--- config.mk ---
export PLATFORM = sky130hd
export DESIGN_NAME = vga_sync_generator_flat
export DESIGN_NICKNAME = d
export VERILOG_FILES = /design/src/rtl/vga_sync_generator_pkg.sv /design/src/rtl/vga_sync_generator_if.sv /design/src/rtl/vga_sync_generator_axis_counter.sv /design/src/rtl/vga_sync_generator.sv /design/src/flat_wrapper.sv
export SDC_FILE = /design/constraint.sdc
export NUM_CORES = 1
export LEC_CHECK = 0
export CELL_PAD_IN_SITES_DETAIL_PLACEMENT = 0
export CELL_PAD_IN_SITES_GLOBAL_PLACEMENT = 2
export CORE_MARGIN = 8
export CORE_UTILIZATION = 29
export DETAILED_ROUTE_END_ITERATION = 7
export PLACE_DENSITY_LB_ADDON = 0.1
export SYNTH_ARGS = -nofsm -noshare
export SYNTH_HDL_FRONTEND = slang
export SYNTH_SLANG_ARGS = --single-unit
--- constraint.sdc ---
create_clock -name vga_clk -period 2.1 [get_ports vga_clk]
set_input_delay 0.63 -clock vga_clk [delete_from_list [all_inputs] [get_ports vga_clk]]
set_output_delay 0.63 -clock vga_clk [all_outputs]
set_load 0.1 [all_outputs]
--- src/rtl/vga_sync_generator_pkg.sv ---
// rtl/vga_sync_generator_pkg.sv - 640x480@60 timing defaults and phase type for the VGA sync generator
package vga_pkg;

  localparam int VGA_CNT_W    = 10;

  localparam int VGA_H_ACTIVE = 640;
  localparam int VGA_H_FRONT  = 16;
  localparam int VGA_H_SYNC   = 96;
  localparam int VGA_H_BACK   = 48;
  localparam int VGA_H_TOTAL  = VGA_H_ACTIVE + VGA_H_FRONT + VGA_H_SYNC + VGA_H_BACK;

  localparam int VGA_V_ACTIVE = 480;
  localparam int VGA_V_FRONT  = 10;
  localparam int VGA_V_SYNC   = 2;
  localparam int VGA_V_BACK   = 33;
  localparam int VGA_V_TOTAL  = VGA_V_ACTIVE + VGA_V_FRONT + VGA_V_SYNC + VGA_V_BACK;

  typedef enum logic [1:0] {
    ACTIVE = 2'd0,
    FRONT  = 2'd1,
    SYNC   = 2'd2,
    BACK   = 2'd3
  } vga_phase_t;

endpackage

--- src/rtl/vga_sync_generator_if.sv ---
// rtl/vga_sync_generator_if.sv - VGA timing bundle towards the pixel printer and the DAC pins
interface vga_sync_generator_if;
  import vga_pkg::*;

  logic [VGA_CNT_W-1:0] pixel_x;
  logic [VGA_CNT_W-1:0] pixel_y;
  logic                 video_on;
  logic                 frame_start;
  logic                 hsync_n;
  logic                 vsync_n;
  logic                 blank_n;
  logic                 sync_n;

  modport master (
    output pixel_x, pixel_y, video_on, frame_start,
    output hsync_n, vsync_n, blank_n, sync_n
  );

  modport slave (
    input pixel_x, pixel_y, video_on, frame_start,
    input hsync_n, vsync_n, blank_n, sync_n
  );

endinterface

--- src/rtl/vga_sync_generator_axis_counter.sv ---
// rtl/vga_sync_generator_axis_counter.sv - one timing axis: counter plus ACTIVE/FRONT/SYNC/BACK phase FSM
module vga_axis_counter
  import vga_pkg::*;
#(
  parameter int ACTIVE_LEN = VGA_H_ACTIVE,
  parameter int FRONT_LEN  = VGA_H_FRONT,
  parameter int SYNC_LEN   = VGA_H_SYNC,
  parameter int BACK_LEN   = VGA_H_BACK
) (
  input  logic                 vga_clk,
  input  logic                 rst_n,
  input  logic                 en,
  output logic [VGA_CNT_W-1:0] count_o,
  output vga_phase_t           phase_o,
  output logic                 wrap_o
);

  localparam int W     = VGA_CNT_W;
  localparam int TOTAL = ACTIVE_LEN + FRONT_LEN + SYNC_LEN + BACK_LEN;

  // Last count of each phase; the phase advances on the edge leaving that count.
  localparam logic [W-1:0] ACTIVE_END = W'(ACTIVE_LEN - 1);
  localparam logic [W-1:0] FRONT_END  = W'(ACTIVE_LEN + FRONT_LEN - 1);
  localparam logic [W-1:0] SYNC_END   = W'(ACTIVE_LEN + FRONT_LEN + SYNC_LEN - 1);
  localparam logic [W-1:0] LAST       = W'(TOTAL - 1);

  logic [W-1:0] count_q;
  logic [W-1:0] count_d;
  vga_phase_t   phase_q;

  always_comb begin
    count_d = count_q;
    if (en) begin
      count_d = (count_q == LAST) ? '0 : count_q + W'(1);
    end
  end

  always_ff @(posedge vga_clk or negedge rst_n) begin
    if (!rst_n) begin
      count_q <= '0;
      phase_q <= ACTIVE;
    end else begin
      count_q <= count_d;
      if (en) begin
        case (phase_q)
          ACTIVE: if (count_q == ACTIVE_END) phase_q <= FRONT;
          FRONT:  if (count_q == FRONT_END)  phase_q <= SYNC;
          SYNC:   if (count_q == SYNC_END)   phase_q <= BACK;
          BACK:   if (count_q == LAST)       phase_q <= ACTIVE;
        endcase
      end
    end
  end

  assign count_o = count_q;
  assign phase_o = phase_q;
  assign wrap_o  = en && (count_q == LAST);

endmodule

--- src/rtl/vga_sync_generator.sv ---
// rtl/vga_sync_generator.sv - 640x480@60 VGA sync generator; VGA_PIPE_ALIGN_EN delays hsync_n/vsync_n/blank_n by one clock
module vga_sync_generator
  import vga_pkg::*;
#(
  parameter int H_ACTIVE = VGA_H_ACTIVE,
  parameter int H_FRONT  = VGA_H_FRONT,
  parameter int H_SYNC   = VGA_H_SYNC,
  parameter int H_BACK   = VGA_H_BACK,
  parameter int V_ACTIVE = VGA_V_ACTIVE,
  parameter int V_FRONT  = VGA_V_FRONT,
  parameter int V_SYNC   = VGA_V_SYNC,
  parameter int V_BACK   = VGA_V_BACK
) (
  input  logic                  vga_clk,
  input  logic                  rst_n,
  vga_sync_generator_if.master  vga
);

  logic                 running_q;
  logic [VGA_CNT_W-1:0] h_count;
  logic [VGA_CNT_W-1:0] v_count;
  vga_phase_t           h_phase;
  vga_phase_t           v_phase;
  logic                 h_wrap;
  logic                 v_wrap;
  logic                 video_on;
  logic                 hsync_raw;
  logic                 vsync_raw;

  // First edge after reset release only arms the counters, so (0,0) is held one extra clock.
  always_ff @(posedge vga_clk or negedge rst_n) begin
    if (!rst_n) begin
      running_q <= 1'b0;
    end else begin
      running_q <= 1'b1;
    end
  end

  vga_axis_counter #(
    .ACTIVE_LEN (H_ACTIVE),
    .FRONT_LEN  (H_FRONT),
    .SYNC_LEN   (H_SYNC),
    .BACK_LEN   (H_BACK)
  ) u_h_counter (
    .vga_clk (vga_clk),
    .rst_n   (rst_n),
    .en      (running_q),
    .count_o (h_count),
    .phase_o (h_phase),
    .wrap_o  (h_wrap)
  );

  vga_axis_counter #(
    .ACTIVE_LEN (V_ACTIVE),
    .FRONT_LEN  (V_FRONT),
    .SYNC_LEN   (V_SYNC),
    .BACK_LEN   (V_BACK)
  ) u_v_counter (
    .vga_clk (vga_clk),
    .rst_n   (rst_n),
    .en      (h_wrap),
    .count_o (v_count),
    .phase_o (v_phase),
    .wrap_o  (v_wrap)
  );

  assign video_on  = running_q && (h_phase == ACTIVE) && (v_phase == ACTIVE);
  assign hsync_raw = (h_phase != SYNC);
  assign vsync_raw = (v_phase != SYNC);

  assign vga.pixel_x     = h_count;
  assign vga.pixel_y     = v_count;
  assign vga.video_on    = video_on;
  assign vga.frame_start = running_q && (h_count == '0) && (v_count == '0);
  assign vga.sync_n      = 1'b0;

`ifdef VGA_PIPE_ALIGN_EN
  logic hsync_q;
  logic vsync_q;
  logic blank_q;

  // Matches the printer's registered RGB so DAC controls and colour land on the same clock.
  always_ff @(posedge vga_clk or negedge rst_n) begin
    if (!rst_n) begin
      hsync_q <= 1'b1;
      vsync_q <= 1'b1;
      blank_q <= 1'b0;
    end else begin
      hsync_q <= hsync_raw;
      vsync_q <= vsync_raw;
      blank_q <= video_on;
    end
  end

  assign vga.hsync_n = hsync_q;
  assign vga.vsync_n = vsync_q;
  assign vga.blank_n = blank_q;
`else
  assign vga.hsync_n = hsync_raw;
  assign vga.vsync_n = vsync_raw;
  assign vga.blank_n = video_on;
`endif

endmodule

--- src/flat_wrapper.sv ---
// flat-port wrapper written by rule: the top's interface ports become plain ports
module vga_sync_generator_flat import vga_pkg::*;
#(
  parameter int H_ACTIVE = VGA_H_ACTIVE,
  parameter int H_FRONT  = VGA_H_FRONT,
  parameter int H_SYNC   = VGA_H_SYNC,
  parameter int H_BACK   = VGA_H_BACK,
  parameter int V_ACTIVE = VGA_V_ACTIVE,
  parameter int V_FRONT  = VGA_V_FRONT,
  parameter int V_SYNC   = VGA_V_SYNC,
  parameter int V_BACK   = VGA_V_BACK
)
  (vga_clk, rst_n, vga_pixel_x, vga_pixel_y, vga_video_on, vga_frame_start, vga_hsync_n, vga_vsync_n, vga_blank_n, vga_sync_n);
  vga_sync_generator_if vga_i ();
  input  logic vga_clk;
  input  logic rst_n;
  output wire logic [$bits(vga_i.pixel_x)-1:0] vga_pixel_x;
  output wire logic [$bits(vga_i.pixel_y)-1:0] vga_pixel_y;
  output wire logic [$bits(vga_i.video_on)-1:0] vga_video_on;
  output wire logic [$bits(vga_i.frame_start)-1:0] vga_frame_start;
  output wire logic [$bits(vga_i.hsync_n)-1:0] vga_hsync_n;
  output wire logic [$bits(vga_i.vsync_n)-1:0] vga_vsync_n;
  output wire logic [$bits(vga_i.blank_n)-1:0] vga_blank_n;
  output wire logic [$bits(vga_i.sync_n)-1:0] vga_sync_n;
  assign vga_pixel_x = vga_i.pixel_x;
  assign vga_pixel_y = vga_i.pixel_y;
  assign vga_video_on = vga_i.video_on;
  assign vga_frame_start = vga_i.frame_start;
  assign vga_hsync_n = vga_i.hsync_n;
  assign vga_vsync_n = vga_i.vsync_n;
  assign vga_blank_n = vga_i.blank_n;
  assign vga_sync_n = vga_i.sync_n;
  vga_sync_generator #(.H_ACTIVE(H_ACTIVE), .H_FRONT(H_FRONT), .H_SYNC(H_SYNC), .H_BACK(H_BACK), .V_ACTIVE(V_ACTIVE), .V_FRONT(V_FRONT), .V_SYNC(V_SYNC), .V_BACK(V_BACK)) u_core (.vga_clk(vga_clk), .rst_n(rst_n), .vga(vga_i));
endmodule
# Yosys cells after proc, flatten, opt, wreduce, memory -nomap -nowiden

Cells that the tools add are included.
Widths: inputs -> output; s select.

Register bits: 25
Input bits: 2
Output and inout port bits: 26

$add $sub $neg: 2
Equal/unequal tests: 24
Multiplexer cells: 12
Reduce and logical (&&, ||, !) cells: 11

Operators by type and width:

| cell                  | number |
|---|---|
| $eq 10x10->1 const B  | 5 |
| $eq 10x9->1 const B   | 3 |
| $add 10x1->10 const B | 2 |
| $logic_not 10->1      | 2 |
| $mux 10               | 2 |
| $ne 2x2->1 const B    | 10 |
| $mux 2                | 8 |
| $pmux 2 s4            | 2 |
| $reduce_and 5->1      | 2 |
| $eq 2x2->1 const B    | 4 |
| $logic_and 1x1->1     | 5 |
| $eq 2x1->1 const B    | 2 |
| $logic_not 2->1       | 2 |

# Depth between registers and ports, before layout

Gate-level depths: netlist (run 1).

Depth after elaboration: 3
Depth in mapped cells: 8
Mapped depth without buffers: 7

# By module

A second synthesis (run 1) with hierarchy kept.

Cell total of the unflattened synthesis: 157
Area, all modules: 1572.8 um2

Modules (own cells, without submodules):

| module                                 | instances | cells each | area an instance (um2) | seq. area each (um2) |
|---|---|---|---|---|
| vga_axis_counter at u_core.u_v_counter | 1         | 72         | 753.2                  | 300.3 |
| vga_axis_counter at u_core.u_h_counter | 1         | 66         | 690.7                  | 300.3 |
| vga_sync_generator                     | 1         | 19         | 128.9                  | 25.0 |

# Least setup slack after synthesis (run 1)

Ideal clock, no wire load.

Path type: register to output
Start: register u_core.u_h_counter.count_q[8] (netlist: u_core.u_h_counter.count_o[8])
End: output port vga_frame_start
Arrival time: 4430 ps
Path slack: -2960 ps
Stages on the path, launching flop included: 3
Buffers on the path: 0
Path through: dfrtp_1 -> or4b_2 -> nor4_1

Longest elaborated chain between the ends: 3

RTL lines:

| item                           | RTL line                              | RTL |
|---|---|---|
| start: declaration             | vga_sync_generator_axis_counter.sv:27 | `logic [W-1:0] count_q;` |
| start signal: assignment       | vga_sync_generator_axis_counter.sv:43 | `count_q <= count_d;` |
| $logic_not 10->1               | vga_sync_generator.sv:74              | `assign vga.frame_start = running_q && (h_count == '0) && (v_count == '0);` |
| $logic_and 1x1->1 (2 in a row) | vga_sync_generator.sv:74              |  |
| end: declaration               | flat_wrapper.sv:20                    | `output wire logic [$bits(vga_i.frame_start)-1:0] vga_frame_start;` |

Every way passes these cells.

# Worst setup path in the final report (run 1)

Ends and elaborated chain as after synthesis.

==> metrics, run 1 <==
status complete, but fails checks; failing checks setup timing; DIE AREA around 0.008 mm^2; hold-critical path depth 1; H-tree depth 1; Cells after Synth 166; GRT Resource Usage Total ~11%; Total Wirelength slightly above 4 mm; crit path cell chain or4b_4 -> nor4_4 -> buf_12; Power Density 690 mW/mm^2; CTS root buffer clkbuf_8; Buf/Inv on CP 1; CP startpoint kind flip-flop; CTS tree built; routed length per instance 14.5 um; r2r startpoint u_core.u_h_counter.count_o[6]; final worst setup slack -0.318 ns; RSZ-0062 raised after global routing yes; number of routed nets with antenna violations 0; path type of the worst min-delay path flip-flop to flip-flop; net count after synthesis 183; initial cell density of the core 29.3%; max cap viols 0; CTS Buffer Depth 2; IO Port Bufs 26; HPWL Detailed 3.31 mm; number of cell rows 27; slowest CP cell or4b_4; synthesis-to-finish area growth 58.0%; WP data arrival 1.79 ns; fmax 414 MHz; CTS Buf Count 3; largest cells by area after synthesis dfrtp_1 40%, ha_1 12%, xnor2_1 5.0%; clock skew 0.00477 ns; Die Span Y approximately 90 um; RR Endpoint u_core.u_h_counter.phase_o[1]; Slew Viols, Final 0; max incr delay on CP ~0.5 ns; initial antenna violation count 0; Worst-path clk slew 0.09 ns; Synth cell types 40; core area 0.00537 mm^2; Vias/cell 4.72; post-synth top area cell dfrtp_1; share of layout cells above drive strength 1 43.7%; Final Wtd Congestion 0.808; kind of critical path flip-flop to primary output; syn_area_per_cell 9.47 um^2; largest net degree at the start of global routing 26; Mapped Area roughly 0.0016 mm^2; nets@finish 231; reg-to-reg slack, setup 0.02 ns; leakage power 1.05 nW; cells on worst reg2reg path 5; Crit. End Element primary output; Final Hold Viols 0; top cell type's share of synthesized area 39.8%; Worst-Skew Late Latency 0.27 ns; Tmin final roughly 2.4 ns; post-route cell area roughly 0.0025 mm^2; Remaining Overflow, GRT 0; Final period util 115%; CP Max Fanout 2; Yosys reg bits 25; 1st-iter DRT viols 74; Worst Hold End u_core.u_h_counter.count_o[2]; sequential share of the synthesized area 39.8%; vias in the first global route 1457; VDD IR max 453 uV; CP required 1.47 ns; ant diodes 0; global-route wire length before repair roughly 7.2 mm; YS warnings 0; TritonRoute pass-1 iters 4; vias around 1.3k; # clock sinks 25; hold-fix buffer count after cts 0; die width 89.6 um; final setup fails 1; Post-DP Area between 0.002 and 0.0025 mm^2; Crit path max-delay family simple AND/OR/NAND/NOR gates; # IOs 28; DRC viols 0; WHS between 0.5 and 0.6 ns; min-delay src u_core.u_h_counter.count_o[2]
==> logic make-up (layout without fill, tap and decap cells) <==
group | count (synthesis) | in the layout | synth area share, %
simple gates | 61 | 61 | 22.2
flops | 25 | 25 | 39.8
compound gates | 24 | 24 | 9.95
buf+inv | 23 | 70 | 6.21
fa+ha+maj | 15 | 15 | 11.9
xor+xnor | 12 | 12 | 6.69
mux | 4 | 4 | 2.71
other cells | 2 | 2 | 0.478
==> area by class of cell <==
type | instances | area (um^2)
Fill cell | 539 | 2890
Multi-Input combinational cell | 118 | 922
Timing Repair Buffer | 51 | 698
Sequential cell | 25 | 671
Tap cell | 72 | 90.1
Inverter | 15 | 56.3
Clock buffer | 3 | 41.3
Clock inverter | 1 | 5.00
==> how the worst max path moves through the flow <==
stage	start	end	slack, ns	cells after the start
after CTS	u_core.u_h_counter.count_o[8]	vga_frame_start	-0.37	3
final	u_core.u_h_counter.count_o[8]	vga_frame_start	-0.32	3
after detailed placement	u_core.u_v_counter.count_o[6]	vga_frame_start	-0.08	4
after floorplan	u_core.u_h_counter.count_o[6]	vga_frame_start	-0.79	3
after global routing	u_core.u_h_counter.count_o[8]	vga_frame_start	-0.39	3
after global placement	u_core.u_h_counter.count_o[6]	u_core.u_v_counter.phase_o[1]	-0.05	5
==> worst reg2reg max path: stages, from the launching register on <==
cell      delay, ns
dfrtp_4        0.48
or3_4          0.44
nor3_1         0.39
o211ai_1       0.15
a21oi_2        0.18
mux2_1         0.33
==> report_power, final <==
group          switching, mW  internal, mW
Clock                  0.160         0.133
Sequential            0.0912         0.547
Combinational          0.511         0.271
Total                  0.762         0.950
==> placed cells by master (no fill, tap or decap), drive strengths merged, types with 4 or more instances in the layout <==
cell   instances
nand2         15
nand4          8
xnor2          9
ha            15
nand3          6
nor2          11
inv           15
o21ai         10
buf           50
dfrtp         25
nor4           4
==> synth_stat cells, drive strengths merged <==
master / number
nor2b: 1
o22ai: 2
nor3: 3
dfrtp: 25
xnor2: 9
nand2: 15
nand2b: 2
o41ai: 2
o21a: 1
ha: 15
a21oi: 2
buf: 5
nand3: 6
o211ai: 2
o21ai: 10
nand4: 8
nand3b: 2
clkbuf: 3
or2: 1
nor4b: 2
or4b: 1
a31oi: 1
or3: 2
inv: 15
xor2: 3
mux2i: 2
o311ai: 1
o31ai: 2
and3: 3
a221o: 1
conb: 2
nor2: 11
mux2: 2
nor4: 4
==> layer usage <==
metal  track usage [%]  share of wire, %
met2              19.3                48
met1              14.0                45
met5                 0                 0
met4              2.87              0.61
met3              2.91               5.8
==> sequential cells by signal, indices dropped and copies added (netlist names) <==
name                        flops
u_core.u_v_counter.count_o     10
u_core.u_h_counter.phase_o      2
u_core.u_v_counter.phase_o      2
u_core.u_h_counter.count_o     10
u_core.running_q                1
==> through the flow <==
step	utilization [%]	instances	power, mW	setup TNS, ns	setup WS [ns]
floorplan	-	166	1.14	-1.05	-0.788
global placement	44.5	278	1.43	-0.108	-0.0510
detailed placement	44.5	278	1.43	-0.208	-0.0789
CTS	45.7	283	1.74	-0.368	-0.368
global route	46.2	285	1.79	-0.492	-0.388
finish	46.2	285	1.71	-0.318	-0.318
==> what timing repair did <==
| item | in CTS | in global routing |
|---|---|---|
| setup buffers | 1 | 2 |
| endpoints found under the setup margin | 5 | 6 |
| resized for setup | 2 | 6 |
| pin swaps | 3 | 2 |
| gates cloned | 0 | 0 |
Note: power is estimated with default switching activity, not from simulation.
==> run 2, diff against run 1 <==
Settings changed: CAP_MARGIN set to 20.
==> results of run 2 <==
The final DEF is identical to that of run 1; final timing and power are the same.
==> run 3, diff against run 2 <==
Settings changed: CAP_MARGIN 20 to 0.
Clock period 2.1 ns to 1.9 ns, I/O delays scaled along.
==> run 3 against run 2 <==
Register-to-register slack lost 0.22 ns; cell count grew 9.8%; first-iteration DRC count shrank 53%; largest power group unchanged; highest routed layer unchanged; design area grew 15%; combinational power grew 34%; critical path depth grew 1; the flow still finishes with violations (setup timing); hold slack gained 0.082 ns; sequential share of layout area shrank 3.4 points; utilization grew 6.7 points; critical path type unchanged; total power grew 20%.
==> metrics, run 3 (same netlist as run 1, synthesis figures left out) <==
initial cell density of the core 29.3% (unchanged); most frequent cells in the layout 47 x buf_4, 26 x buf_12, 13 x nand2_1, 12 x dfrtp_2, 10 x nor2_1; status complete, but fails checks; failing checks setup timing; final worst setup slack -0.455 ns (-0.137 ns); Power Density 723 mW/mm^2 (+4.9%); Final Wtd Congestion 0.789 (-2.4%); Tmin final 2.35 ns; CP required 1.33 ns (-0.14 ns); share of layout cells above drive strength 1 58.9% (+15 points); RR Endpoint u_core.u_v_counter.count_o[4]; initial antenna violation count 0 (unchanged); Vias/cell 4.69 (-0.69%); final setup fails 11 (+10); VDD IR max 530 uV (+17%); CTS tree built; leakage power 1.21 nW (+16%); fillers 482 (-11%); Worst-Skew Late Latency 0.27 ns (about the same); r2r startpoint u_core.u_h_counter.count_o[7]; commonest non-fill, non-tap cell in the layout buf_4; number of routed nets with antenna violations 0 (unchanged); Final period util 124%; global-route wire length before repair 7.89 mm (+10%); synthesis-to-finish area growth 81.0%; CP startpoint kind flip-flop; 1st-iter DRT viols 35 (-53%); cells on worst reg2reg path 8 (+3); CTS Buf Count 3 (unchanged); path type of the worst min-delay path flip-flop to flip-flop; Final Hold Viols 0 (unchanged); vias 1468 (+9.1%); HPWL Detailed 3.59 mm (+8.6%); Worst-path clk slew 0.10 ns (about the same); max cap viols 0 (unchanged); Total Wirelength 4.90 mm (+19%); Layout Cells excl Fill 313 (+9.8%); core area 0.00537 mm^2 (unchanged); clock skew 0.00590 ns (+0.00113 ns); Die Span Y 89.6 um (unchanged); GRT Resource Usage Total 12.8% (+1.4 points); routed length per instance 15.7 um (+8.1%); RSZ-0062 raised after global routing yes; vias in the first global route 1556 (+6.8%); Remaining Overflow, GRT 0 (unchanged); reg-to-reg slack, setup -0.20 ns (-0.22 ns); H-tree depth 1 (unchanged); number of cell rows 27 (unchanged); # clock sinks 25 (unchanged); DRC viols 0 (unchanged); IO Port Bufs 26 (unchanged); Design Power 2.06 mW (+20%); largest net degree at the start of global routing 26 (unchanged); WP data arrival 1.78 ns (about the same); kind of critical path flip-flop to primary output; hold-critical path depth 2 (+1); min-delay src u_core.u_v_counter.count_o[7]; DIE AREA 0.00803 mm^2 (unchanged); CTS Buffer Depth 2 (unchanged); Crit. End Element primary output; TritonRoute pass-1 iters 3 (-1); Sum Neg Setup Slack -1.80 ns (-1.48 ns); Worst Hold End u_core.u_v_counter.count_o[7]; CP Max Fanout 2 (unchanged); placed insts 293 (+5.4%); Slew Viols, Final 0 (unchanged); die width 89.6 um (unchanged); CTS root buffer clkbuf_8; ant diodes 0 (unchanged); fmax 425 MHz; hold-fix buffer count after cts 0 (unchanged); nets@finish 259 (+12%); # IOs 28 (unchanged)
## run 3: through the flow
stage                     hold slack, ns  setup WS (ns)  area [um^2]  util [%]
after floorplan                    0.274         -0.928         1690         -
after global placement             0.525         -0.208         2510      46.8
after detailed placement           0.555         -0.213         2510      46.8
after CTS                          0.626         -0.471         2670      49.8
after global routing               0.660         -0.525         2840      52.9
final                              0.642         -0.455         2840      52.9
## run 3: how the worst max path moves through the flow
stage | to | depth (start not counted) | start
2_1_floorplan | vga_frame_start | 3 | u_core.u_h_counter.count_o[6]
3_3_place_gp | vga_frame_start | 4 | u_core.u_h_counter.count_o[6]
3_5_place_dp | u_core.u_v_counter.phase_o[1] | 5 | u_core.u_h_counter.count_o[6]
4_1_cts | vga_frame_start | 4 | u_core.u_h_counter.count_o[7]
5_1_grt | vga_frame_start | 4 | u_core.u_v_counter.count_o[6]
6_report | vga_frame_start | 4 | u_core.u_h_counter.count_o[7]
## run 3: layout make-up
| cell class | count | area (um^2) | share of cell area [%] |
|---|---|---|---|
| clock buffer | 3 | 41.3 | 1.45 |
| clock inverter | 1 | 7.51 | 0.264 |
| tap | 72 | 90.1 | 3.17 |
| sequential | 25 | 671 | 23.6 |
| multi-input combinational | 118 | 1040 | 36.5 |
| timing repair buffer | 79 | 940 | 33.0 |
| inverter | 15 | 56.3 | 1.98 |
## run 3: power by group
group / switching (mW) / internal (mW) / leakage, nW
combinational: 0.648 / 0.397 / 0.884
sequential: 0.0676 / 0.604 / 0.305
clock: 0.192 / 0.149 / 0.0217
## run 3: critical path: stages, from the launching register on
cell	delay (ns)
dfrtp_4	0.48
or3_4	0.38
buf_4	0.15
nor4_4	0.29
buf_12	0.21
## run 3: per-layer routing
layer,up-vias,share of wire [%],track usage (%)
met1,723,40,14.4
met5,-,0,0
met4,0,0.84,3.17
met3,4,4.5,2.82
met2,21,55,23.7
li1,720,-,-
## run 3: repair_timing
item,in CTS,in global routing
pin swaps,12,4
endpoints found under the setup margin,15,20
buffers inserted,8,8
gates resized for setup,19,25
